$ cat src/rtl/bf_ctrl_pkg.sv
// Shared state codes, operand/result indices and display constants for the butterfly entry sequencer.
package bf_ctrl_pkg;

  typedef enum logic [3:0] {
    LOAD_AR   = 4'd0,
    LOAD_AI   = 4'd1,
    LOAD_BR   = 4'd2,
    LOAD_BI   = 4'd3,
    LOAD_WR   = 4'd4,
    LOAD_WI   = 4'd5,
    START     = 4'd6,
    WAIT_DONE = 4'd7,
    SHOW_XR   = 4'd8,
    SHOW_XI   = 4'd9,
    SHOW_YR   = 4'd10,
    SHOW_YI   = 4'd11,
    ERR       = 4'd15
  } state_t;

  localparam logic [2:0] OP_AR = 3'd0;
  localparam logic [2:0] OP_AI = 3'd1;
  localparam logic [2:0] OP_BR = 3'd2;
  localparam logic [2:0] OP_BI = 3'd3;
  localparam logic [2:0] OP_WR = 3'd4;
  localparam logic [2:0] OP_WI = 3'd5;

  localparam logic [1:0] RES_XR = 2'd0;
  localparam logic [1:0] RES_XI = 2'd1;
  localparam logic [1:0] RES_YR = 2'd2;
  localparam logic [1:0] RES_YI = 2'd3;

  // Sliced to the operand width at the point of use.
  localparam logic [63:0] ERR_DISP = 64'hFFFF_FFFF_FFFF_FFFF;

endpackage

$ cat src/rtl/bf_operand_regfile.sv
// Six-entry operand register file: one indexed write port, all entries read in parallel.
module bf_operand_regfile
  import bf_ctrl_pkg::*;
#(
  parameter int W = 8
) (
  input  logic         clk,
  input  logic         nReset,
  input  logic         we,
  input  logic [2:0]   idx,
  input  logic [W-1:0] wdata,
  output logic [W-1:0] ar,
  output logic [W-1:0] ai,
  output logic [W-1:0] br,
  output logic [W-1:0] bi,
  output logic [W-1:0] wr,
  output logic [W-1:0] wi
);

  // Indexed operand write; entries hold until explicitly overwritten.
  always_ff @(posedge clk or negedge nReset) begin
    if (!nReset) begin
      ar <= {W{1'b0}};
      ai <= {W{1'b0}};
      br <= {W{1'b0}};
      bi <= {W{1'b0}};
      wr <= {W{1'b0}};
      wi <= {W{1'b0}};
    end else if (we) begin
      case (idx)
        OP_AR:   ar <= wdata;
        OP_AI:   ai <= wdata;
        OP_BR:   br <= wdata;
        OP_BI:   bi <= wdata;
        OP_WR:   wr <= wdata;
        OP_WI:   wi <= wdata;
        default: ar <= ar;
      endcase
    end else begin
      ar <= ar;
    end
  end

endmodule

$ cat src/rtl/butterfly_entry_ctrl.sv
// Push-button sequencer: six operand loads, butterfly start/capture, four-result display.
// Optional wait-for-done timeout with ERR state is enabled by defining BFCTRL_TIMEOUT_EN.
module butterfly_entry_ctrl
  import bf_ctrl_pkg::*;
#(
  parameter int W       = 8,
  parameter int TIMEOUT = 1024
) (
  input  logic         clk,
  input  logic         nReset,
  input  logic         next_pulse,
  input  logic         clear_pulse,
  input  logic [W-1:0] sw_data,
  output logic         bf_start,
  output logic [W-1:0] bf_ar,
  output logic [W-1:0] bf_ai,
  output logic [W-1:0] bf_br,
  output logic [W-1:0] bf_bi,
  output logic [W-1:0] bf_wr,
  output logic [W-1:0] bf_wi,
  input  logic         bf_done,
  input  logic [W-1:0] bf_xr,
  input  logic [W-1:0] bf_xi,
  input  logic [W-1:0] bf_yr,
  input  logic [W-1:0] bf_yi,
  output logic [W-1:0] disp_value,
  output logic [3:0]   disp_sel,
  output logic         busy,
  output logic         err
);

  state_t       state_r;
  state_t       state_nxt_s;
  logic         bf_start_r;
  logic         busy_r;
  logic [W-1:0] res_r [4];
  logic         op_we_s;
  logic         capture_s;
  logic         to_expire_s;

  // Clear always wins over an operand write landing in the same cycle.
  assign op_we_s   = next_pulse && !clear_pulse && (state_r inside {LOAD_AR, LOAD_AI, LOAD_BR,
                                                                    LOAD_BI, LOAD_WR, LOAD_WI});
  assign capture_s = bf_done && !clear_pulse && (state_r == WAIT_DONE);

  bf_operand_regfile #(.W(W)) u_regfile (
    .clk    (clk),
    .nReset (nReset),
    .we     (op_we_s),
    .idx    (state_r[2:0]),
    .wdata  (sw_data),
    .ar     (bf_ar),
    .ai     (bf_ai),
    .br     (bf_br),
    .bi     (bf_bi),
    .wr     (bf_wr),
    .wi     (bf_wi)
  );

`ifdef BFCTRL_TIMEOUT_EN
  localparam int CNT_W = (TIMEOUT > 1) ? $clog2(TIMEOUT) : 1;
  logic [CNT_W-1:0] to_cnt_r;
  logic             err_r;

  assign to_expire_s = (to_cnt_r == {CNT_W{1'b0}});
  assign err         = err_r;

  // Wait-for-done down-counter, armed while leaving START.
  always_ff @(posedge clk or negedge nReset) begin
    if (!nReset) begin
      to_cnt_r <= {CNT_W{1'b0}};
    end else if (state_r == START) begin
      to_cnt_r <= CNT_W'(TIMEOUT - 1);
    end else if ((state_r == WAIT_DONE) && !bf_done && !to_expire_s) begin
      to_cnt_r <= to_cnt_r - {{(CNT_W-1){1'b0}}, 1'b1};
    end else begin
      to_cnt_r <= to_cnt_r;
    end
  end

  // Error flag registered alongside the state.
  always_ff @(posedge clk or negedge nReset) begin
    if (!nReset) begin
      err_r <= 1'b0;
    end else begin
      err_r <= (state_nxt_s == ERR);
    end
  end
`else
  logic unused_timeout_s;
  assign unused_timeout_s = (TIMEOUT > 0);
  assign to_expire_s      = 1'b0;
  assign err              = 1'b0;
`endif

  // Next-state decode; clear_pulse aborts from any state.
  always_comb begin
    state_nxt_s = state_r;
    if (clear_pulse) begin
      state_nxt_s = LOAD_AR;
    end else begin
      case (state_r)
        LOAD_AR:   state_nxt_s = next_pulse ? LOAD_AI : LOAD_AR;
        LOAD_AI:   state_nxt_s = next_pulse ? LOAD_BR : LOAD_AI;
        LOAD_BR:   state_nxt_s = next_pulse ? LOAD_BI : LOAD_BR;
        LOAD_BI:   state_nxt_s = next_pulse ? LOAD_WR : LOAD_BI;
        LOAD_WR:   state_nxt_s = next_pulse ? LOAD_WI : LOAD_WR;
        LOAD_WI:   state_nxt_s = next_pulse ? START   : LOAD_WI;
        START:     state_nxt_s = WAIT_DONE;
        WAIT_DONE: begin
          if (bf_done) begin
            state_nxt_s = SHOW_XR;
          end else if (to_expire_s) begin
            state_nxt_s = ERR;
          end else begin
            state_nxt_s = WAIT_DONE;
          end
        end
        SHOW_XR:   state_nxt_s = next_pulse ? SHOW_XI : SHOW_XR;
        SHOW_XI:   state_nxt_s = next_pulse ? SHOW_YR : SHOW_XI;
        SHOW_YR:   state_nxt_s = next_pulse ? SHOW_YI : SHOW_YR;
        SHOW_YI:   state_nxt_s = next_pulse ? LOAD_AR : SHOW_YI;
`ifdef BFCTRL_TIMEOUT_EN
        ERR:       state_nxt_s = ERR;
`endif
        default:   state_nxt_s = LOAD_AR;
      endcase
    end
  end

  // State register with its registered strobes.
  always_ff @(posedge clk or negedge nReset) begin
    if (!nReset) begin
      state_r    <= LOAD_AR;
      bf_start_r <= 1'b0;
      busy_r     <= 1'b0;
    end else begin
      state_r    <= state_nxt_s;
      bf_start_r <= (state_nxt_s == START);
      busy_r     <= (state_nxt_s == START) || (state_nxt_s == WAIT_DONE);
    end
  end

  // Result capture; clear discards a coincident bf_done.
  always_ff @(posedge clk or negedge nReset) begin
    if (!nReset) begin
      for (int i = 0; i < 4; i++) res_r[i] <= {W{1'b0}};
    end else if (clear_pulse) begin
      for (int i = 0; i < 4; i++) res_r[i] <= {W{1'b0}};
    end else if (capture_s) begin
      res_r[RES_XR] <= bf_xr;
      res_r[RES_XI] <= bf_xi;
      res_r[RES_YR] <= bf_yr;
      res_r[RES_YI] <= bf_yi;
    end else begin
      res_r[RES_XR] <= res_r[RES_XR];
    end
  end

  // Display mux: live switch echo while loading, captured results while showing.
  always_comb begin
    disp_value = {W{1'b0}};
    case (state_r)
      LOAD_AR, LOAD_AI, LOAD_BR,
      LOAD_BI, LOAD_WR, LOAD_WI: disp_value = sw_data;
      SHOW_XR:                   disp_value = res_r[RES_XR];
      SHOW_XI:                   disp_value = res_r[RES_XI];
      SHOW_YR:                   disp_value = res_r[RES_YR];
      SHOW_YI:                   disp_value = res_r[RES_YI];
      ERR:                       disp_value = ERR_DISP[W-1:0];
      default:                   disp_value = {W{1'b0}};
    endcase
  end

  assign disp_sel = state_r;
  assign bf_start = bf_start_r;
  assign busy     = busy_r;

endmodule

$ cat config.mk
export PLATFORM = sky130hd
export DESIGN_NAME = butterfly_entry_ctrl
export DESIGN_NICKNAME = d
export VERILOG_FILES = /design/src/rtl/bf_ctrl_pkg.sv /design/src/rtl/bf_operand_regfile.sv /design/src/rtl/butterfly_entry_ctrl.sv
export SDC_FILE = /design/constraint.sdc
export NUM_CORES = 1
export LEC_CHECK = 0
export ABC_AREA = 1
export CORE_UTILIZATION = 38
export CTS_CLUSTER_DIAMETER = 80
export DETAILED_ROUTE_END_ITERATION = 8
export PLACE_DENSITY = 0.65
export SYNTH_ARGS = -nofsm -noshare
export SYNTH_HDL_FRONTEND = slang
export SYNTH_SLANG_ARGS = --single-unit
$ cat constraint.sdc
create_clock -name clk -period 1.6 [get_ports clk]
set_input_delay 0.32 -clock clk [delete_from_list [all_inputs] [get_ports clk]]
set_output_delay 0.32 -clock clk [all_outputs]
set_load 0.005 [all_outputs]
==> results by group, run 1 <==
Run status
  • Outcome: finished, violations left
  • Failing checks: setup timing

Finish
  • Post-layout nets: 671
  • Area of the multi-input gates: 1750 µm²
  • Register area: 2160 µm²
  • Fill cells: 819
  • Final Util: 65.1%
  • Fraction of layout cells with a size suffix above 1: 34.1%
  • Area growth, synth to finish: 64.4%
  • Final Instance Area: 6450 µm²
  • Fin cells: 764
  • Number of inserted diodes: 0

Logic synthesis
  • Post-synth cell types: 24
  • Largest cells by area after synthesis: dfrtp_1, nand2_1, o21ai_2
  • Synth Cell Area: 3920 µm²
  • Top cell type's share of synthesized area: 54.9%
  • Syn nets: 479
  • Seq cells post-synth: 86
  • Synth area leader: dfrtp_1
  • Syn avg cell area: 9.04 µm²
  • Synth warn: 0
  • Sequential-to-total area share from yosys stat: 54.9%
  • Cells after Synth: 434

Worst setup path
  • R2R depth: 7
  • Arr. time, crit path: 1740 ps
  • Peak per-stage delay on the critical path: 450 ps
  • CP Capture Type: output pin
  • Most common cell on crit path: buf_6
  • CP Depth: 9
  • CP Max Fanout: 5
  • Setup CP Type: reg2out
  • Cell breakdown of the critical path: buf_6 -> a21oi_4 -> buf_6 -> buf_6 -> nand2_2 -> o21ai_1 -> inv_1 -> nand4_1 -> buf_2
  • Cell family contributing the most delay on the critical path: buffers and inverters
  • Worst setup SP type: register
  • Worst EP required: 1280 ps
  • Buf/Inv on CP: 5
  • Slowest-stage cell, CP: dfrtp_2

Power
  • VDD IR max: 0.481 mV
  • Sw Pwr: 1.56 mW
  • PD cells: 831 nW/µm²
  • Comb pwr share: 25.3%
  • Flop pwr share: 47.7%
  • Clock power share: 27.0%
  • Overall power: 5.36 mW
  • Net Sw Frac: 29.1%
  • Internal Power: 3.80 mW
  • Static Leakage: 3.24 nW

Drt
  • DR vias: 3825
  • Final wirelength: 12500 µm
  • Antenna Nets Post-Route: 0
  • Routed length per instance: 16.3 µm
  • Vias/cell: 5.01
  • First-pass iteration count of the detailed router: 4
  • DRC marker count from the first detailed-route iteration: 255
  • Residual DRC: 0

Timing
  • Minimum clock period: 2060 ps
  • Clk_skew: 14.2 ps
  • Sum Neg Setup Slack: -3560 ps
  • Hold Slack: 385 ps
  • RSZ-0062 raised after global routing: true
  • Period Utilization, post-route: 129%
  • Final Hold Fails: 0
  • Max-slew violations: 0
  • Setup-failing EPs final: 8
  • Max Freq: 0.485 GHz
  • Post-route setup slack: -462 ps

Clocking
  • Total CTS buffers: 9
  • Clk_lat worst skew: 370 ps
  • Clock-pin slew on the worst setup and hold paths: 100 ps
  • Htree depth: 3
  • CTS tree: yes
  • Num Clock Sinks: 86
  • Clk buf depth: 2
  • Root Driver: clkbuf_8

Global route
  • Largest net degree at the start of global routing: 41
  • Global route overflow: 0
  • Vias in the first global route: 3656
  • Global-route wire length before repair: 18600 µm
  • Total global-route track usage: 22.2%
  • Antenna violations before repair: 0

Die
  • Die footprint: 10700 µm²
  • Initial core utilization: 39.6%
  • Num rows: 36
  • I/O Pins: 108
  • Core area: 9910 µm²
  • Die width: 104 µm
  • Die H: 104 µm

Place
  • DP Worst Slack: -380 ps
  • Routability Congestion: 0.905
  • Dpl cells: 707
  • PortBufs: 106
  • Placed Instance Area: 5540 µm²
  • DP Wirelength: 7860 µm

Worst hold path
  • Worst Hold Class: in2async

Run
  • Max cap viols: 0
[final timing paths]
| path | start | slack (ps) | endpoint |
|---|---|---|---|
| worst max-delay path | disp_sel[1] | -460 | disp_value[0] |
| worst min-delay path | nReset | 380 | res_r[7] |
| worst max register to register | disp_sel[1] | 20 | u_regfile.wi[5] |
| worst min register to register | u_regfile.ai[6] | 490 | u_regfile.ai[6] |
| max in group asynchronous | nReset | 680 | disp_sel[2] |
| min in group clk | bf_yr[7] | 480 | res_r[15] |
[layer usage]
metal	vias up	global-route usage, %	share of wire (%)
li1	1787	-	-
met4	0	9.63	2.8
met2	147	37.1	51
met3	30	4.09	4.4
met5	-	0	0
met1	1861	28.0	42
[synthesized netlist by cell type (all sizes together)]
| cell type | number |
|---|---|
| inv | 42 |
| nand2 | 134 |
| conb | 1 |
| o21ai | 73 |
| nor3 | 3 |
| clkbuf | 1 |
| nand3 | 32 |
| nor2 | 29 |
| buf | 16 |
| nand4 | 8 |
| a21oi | 9 |
| dfrtp | 86 |
[placed cells by master (no fill, tap or decap), drive strengths merged]
cell type      count
a21oi              9
buf               96
clkbuf            12
clkdlybuf4s15      1
clkdlybuf4s50     78
clkinv             1
clkinvlp           4
conb               1
dfrtp             86
dlygate4sd2        1
dlygate4sd3        1
dlymetal6s2s      15
inv               44
nand2            134
nand3             35
nand4              8
nor2              29
nor3               3
o21ai             73
[worst register-to-register path, stage by stage (launching register included)]
cell and delay, ps:
dfrtp_2 450, buf_6 140, a21oi_4 170, buf_4 180, nand4_4 170, clkbuf_16 220, nand2_2 60, o21ai_2 50
[power by group through the flow]
stage	clock [mW]	sequential, mW	combinational, mW
after floorplan	0	2.61	0.360
after CTS	1.46	2.56	1.32
after global routing	1.55	2.58	1.48
final	1.45	2.56	1.36
after detailed placement	0	2.60	1.24
after global placement	0	2.60	1.23
[logic make-up after synthesis]
kind of cell / synth area share, %
AO/OA/AOI/OAI: 12.9
buffers and inverters: 7.21
other: 0.0956
flip-flops: 54.9
AND/OR/NAND/NOR: 25.0
[layout make-up]
| type | count | area share, % |
|---|---|---|
| timing repair buffer | 195 | 31.6 |
| multi-input combinational | 292 | 27.1 |
| inverter | 42 | 2.44 |
| clock buffer | 9 | 1.92 |
| clock inverter | 7 | 0.873 |
| sequential | 86 | 33.4 |
| tap | 133 | 2.58 |
[registers in the layout, indices dropped and copies added (netlist names), 4 cells and up]
| name | cells |
|---|---|
| u_regfile.wi | 8 |
| u_regfile.br | 8 |
| u_regfile.ai | 8 |
| disp_sel | 4 |
| u_regfile.ar | 8 |
| u_regfile.wr | 8 |
| res_r | 32 |
| u_regfile.bi | 8 |
[timing repair]
action / 4_1_cts / 5_1_grt
cloned: 1 / 8
endpoints found under the hold margin: 21 / 0
hold buffers: 1 / 0
endpoints found under the setup margin: 13 / 105
gates resized for setup: 89 / 81
setup buffers: 23 / 21
pin swaps: 11 / 22
Power figures use the tool's default switching activity.
==> inputs of run 2 (changes only) <==
--- a/config.mk
+++ b/config.mk
@@ -6,10 +6,12 @@
 export NUM_CORES = 1
 export LEC_CHECK = 0
 export ABC_AREA = 1
-export CORE_UTILIZATION = 38
+export CAP_MARGIN = 20
+export CORE_UTILIZATION = 48
 export CTS_CLUSTER_DIAMETER = 80
 export DETAILED_ROUTE_END_ITERATION = 8
-export PLACE_DENSITY = 0.65
+export PLACE_DENSITY = 0.79
+export RECOVER_POWER = 50
 export SYNTH_ARGS = -nofsm -noshare
 export SYNTH_HDL_FRONTEND = slang
 export SYNTH_SLANG_ARGS = --single-unit
==> run 2 against run 1 <==
Against the previous run:
- the flow still finishes with violations (setup timing)
- wire length down 17%
- clock power shrank 3%
- flip-flop and latch count unchanged
- first-iteration DRC count down 27%
- worst setup slack gained 96 ps
- critical endpoint unchanged
- largest cell class unchanged
- largest power group unchanged
==> results by group, run 2 (synthesis gave the netlist of run 1 again) <==
Run status
  • Outcome: finished, violations left
  • Failing checks: setup timing

Worst hold path
  • Worst Hold Class: in2reg
  • WHS Path Cells: 3

Finish
  • Max reg flops: 32 (unchanged)
  • Number of inserted diodes: 0 (unchanged)
  • Fill cells: 576 (-30%)
  • Fin cells: 700 (-8.4%)
  • Biggest register: res_r
  • Fraction of layout cells with a size suffix above 1: 27.3% (-6.8 points)
  • Most common cell after layout, fill and taps aside: nand2_1
  • Area growth, synth to finish: 47.2%
  • Final Instance Area: 5770 µm² (-10%)
  • Post-layout nets: 638 (-4.9%)
  • Final Util: 74.0% (+8.9 points)
  • Most frequent cells in the layout: nand2_1, clkdlybuf4s50_1, dfrtp_1

Global route
  • Antenna violations before repair: 0 (unchanged)
  • Global-route wire length before repair: 16300 µm (-12%)
  • Vias in the first global route: 3394 (-7.2%)
  • Largest net degree at the start of global routing: 87 (+110%)
  • Global route overflow: 0 (unchanged)
  • Total global-route track usage: 24.7% (+2.5 points)

Run
  • Max cap viols: 0 (unchanged)

Power
  • Internal Power: 3.74 mW (-1.6%)
  • Clock power share: 26.8% (-0.2 points)
  • Net Sw Frac: 28.5% (-0.62 points)
  • Sw Pwr: 1.49 mW (-4.5%)
  • PD cells: 906 nW/µm² (+9.0%)
  • Comb pwr share: 24.1% (-1.2 points)
  • Static Leakage: 2.70 nW (-16%)
  • VDD IR max: 0.432 mV (-10%)
  • Flop pwr share: 49.1% (+1.4 points)

Place
  • Routability Congestion: 0.882 (-2.6%)
  • PortBufs: 106 (unchanged)
  • Dpl cells: 664 (-6.1%)
  • Placed Instance Area: 5350 µm² (-3.5%)
  • DP Wirelength: 7270 µm (-7.5%)

Drt
  • WL met2: 5330 µm (-17%)
  • First-pass iteration count of the detailed router: 4 (unchanged)
  • Routed length per instance: 14.9 µm (-8.9%)
  • Residual DRC: 0 (unchanged)
  • Met3 routed WL: 685 µm (+26%)
  • DR top layer: met4
  • Vias/cell: 5.11 (+2.2%)
  • Final wirelength: 10400 µm (-17%)
  • DRC marker count from the first detailed-route iteration: 187 (-27%)
  • Antenna Nets Post-Route: 0 (unchanged)
  • DR vias: 3580 (-6.4%)
  • M1 WL: 4260 µm (-18%)

Clocking
  • CTS tree: yes
  • Clock-pin slew on the worst setup and hold paths: 90 ps (about the same)
  • Clk_lat worst skew: 360 ps (about the same)
  • Total CTS buffers: 9 (unchanged)
  • Root Driver: clkbuf_8
  • Clk buf depth: 2 (unchanged)
  • Num Clock Sinks: 86 (unchanged)
  • Htree depth: 3 (unchanged)

Die
  • Die footprint: 8540 µm² (-20%)
  • Die width: 92.4 µm (-11%)
  • I/O Pins: 108 (unchanged)
  • Initial core utilization: 50.2% (+11 points)
  • Num rows: 32 (-11%)
  • Core area: 7810 µm² (-21%)
  • Die H: 92.4 µm (-11%)

Timing
  • Clk_skew: 5.46 ps (-8.78 ps)
  • Hold Slack: 486 ps (+101 ps)
  • Max Freq: 0.509 GHz (+4.9%)
  • Setup-failing EPs final: 9 (+1)
  • Minimum clock period: 1970 ps (-95.7 ps)
  • Post-route setup slack: -366 ps (+95.7 ps)
  • Period Utilization, post-route: 123% (-6.0 points)
  • Relative slew slack: 49.1%
  • Max-slew violations: 0 (unchanged)
  • Final Hold Fails: 0 (unchanged)
  • RSZ-0062 raised after global routing: true
  • Sum Neg Setup Slack: -2850 ps (+704 ps)
  • Actual slew at the worst max-slew pin: 763 ps

Worst setup path
  • Slowest-stage cell, CP: dfrtp_2
  • Arr. time, crit path: 1650 ps (-90 ps)
  • CP Max Fanout: 6 (+1)
  • Worst EP required: 1280 ps (about the same)
  • Most common cell on crit path: buf_6
  • CP Capture Type: output pin
  • R2R Setup Slk: 30 ps (about the same)
  • Worst setup SP type: register
  • Cell breakdown of the critical path: buf_6 -> a21oi_4 -> buf_6 -> nand2_4 -> o21ai_2 -> inv_1 -> nand4_1 -> buf_2
  • Setup CP Type: reg2out
  • R2R depth: 7 (unchanged)
  • Peak per-stage delay on the critical path: 480 ps (+30 ps)
-- run 2: cell types whose count changed in the layout (fill, tap and decap cells not counted), sizes merged --
cell	delta
clkbuf	+2
clkinv	+2
clkinvlp	-2
buf	-33
dlymetal6s2s	-15
clkdlybuf4s50	+11
nand3	-2
clkdlybuf4s25	+4
-- run 2: metal layers --
| metal | GRT usage [%] | vias to the layer above |
|---|---|---|
| met1 | 31.8 | 1690 |
| met4 | 8.07 | 0 |
| met3 | 4.43 | 16 |
| met5 | 0 | - |
| met2 | 42.1 | 157 |
| li1 | - | 1717 |
-- run 2: repair_timing --
| item | in CTS | in global routing |
|---|---|---|
| endpoints found under the hold margin | 11 | 0 |
| setup buffers | 9 | 9 |
| setup endpoints to repair | 12 | 38 |
| hold buffers | 1 | 0 |
| resized for setup | 71 | 29 |
| gates cloned | 0 | 1 |
| pin swaps | 12 | 6 |
-- run 2: final timing paths --
path,from,endpoint
min in group asynchronous,nReset,u_regfile.wr[7]
min,bf_xi[6],res_r[22]
max in group asynchronous,nReset,disp_sel[3]
min reg2reg,u_regfile.ai[1],u_regfile.ai[1]
max,disp_sel[1],disp_value[0]
max reg2reg,disp_sel[1],u_regfile.wr[6]
-- run 2: layout make-up --
| cell class | count | area [µm²] | area share (%) |
|---|---|---|---|
| Tap cell | 102 | 128 | 2.21 |
| Multi-Input combinational cell | 290 | 1620 | 28.1 |
| Clock inverter | 7 | 47.5 | 0.823 |
| Timing Repair Buffer | 164 | 1540 | 26.7 |
| Inverter | 42 | 158 | 2.73 |
| Clock buffer | 9 | 124 | 2.15 |
| Sequential cell | 86 | 2150 | 37.3 |
-- run 2: stage by stage --
| stage | total power [mW] | setup WS (ps) |
|---|---|---|
| final | 5.23 | -366 |
| after global routing | 5.46 | -447 |
| after CTS | 5.21 | -377 |
| after detailed placement | 3.81 | -478 |
| after global placement | 3.76 | -413 |
| after floorplan | 2.97 | 39.6 |
-- run 2: power groups by stage --
stage | Sequential (mW) | Combinational [mW] | Clock, mW
floorplan | 2.61 | 0.360 | 0
global placement | 2.60 | 1.16 | 0
detailed placement | 2.61 | 1.20 | 0
CTS | 2.57 | 1.22 | 1.42
global route | 2.59 | 1.38 | 1.49
finish | 2.57 | 1.26 | 1.40
-- run 2: critical path, delay by kind of cell, from the launching register on --
| family | cells | cell delay, ps |
|---|---|---|
| DFF | 1 | 480 |
| and+or+nand+nor | 2 | 140 |
| buffers and inverters | 4 | 470 |
| AOI/OAI and AO/OA | 2 | 200 |
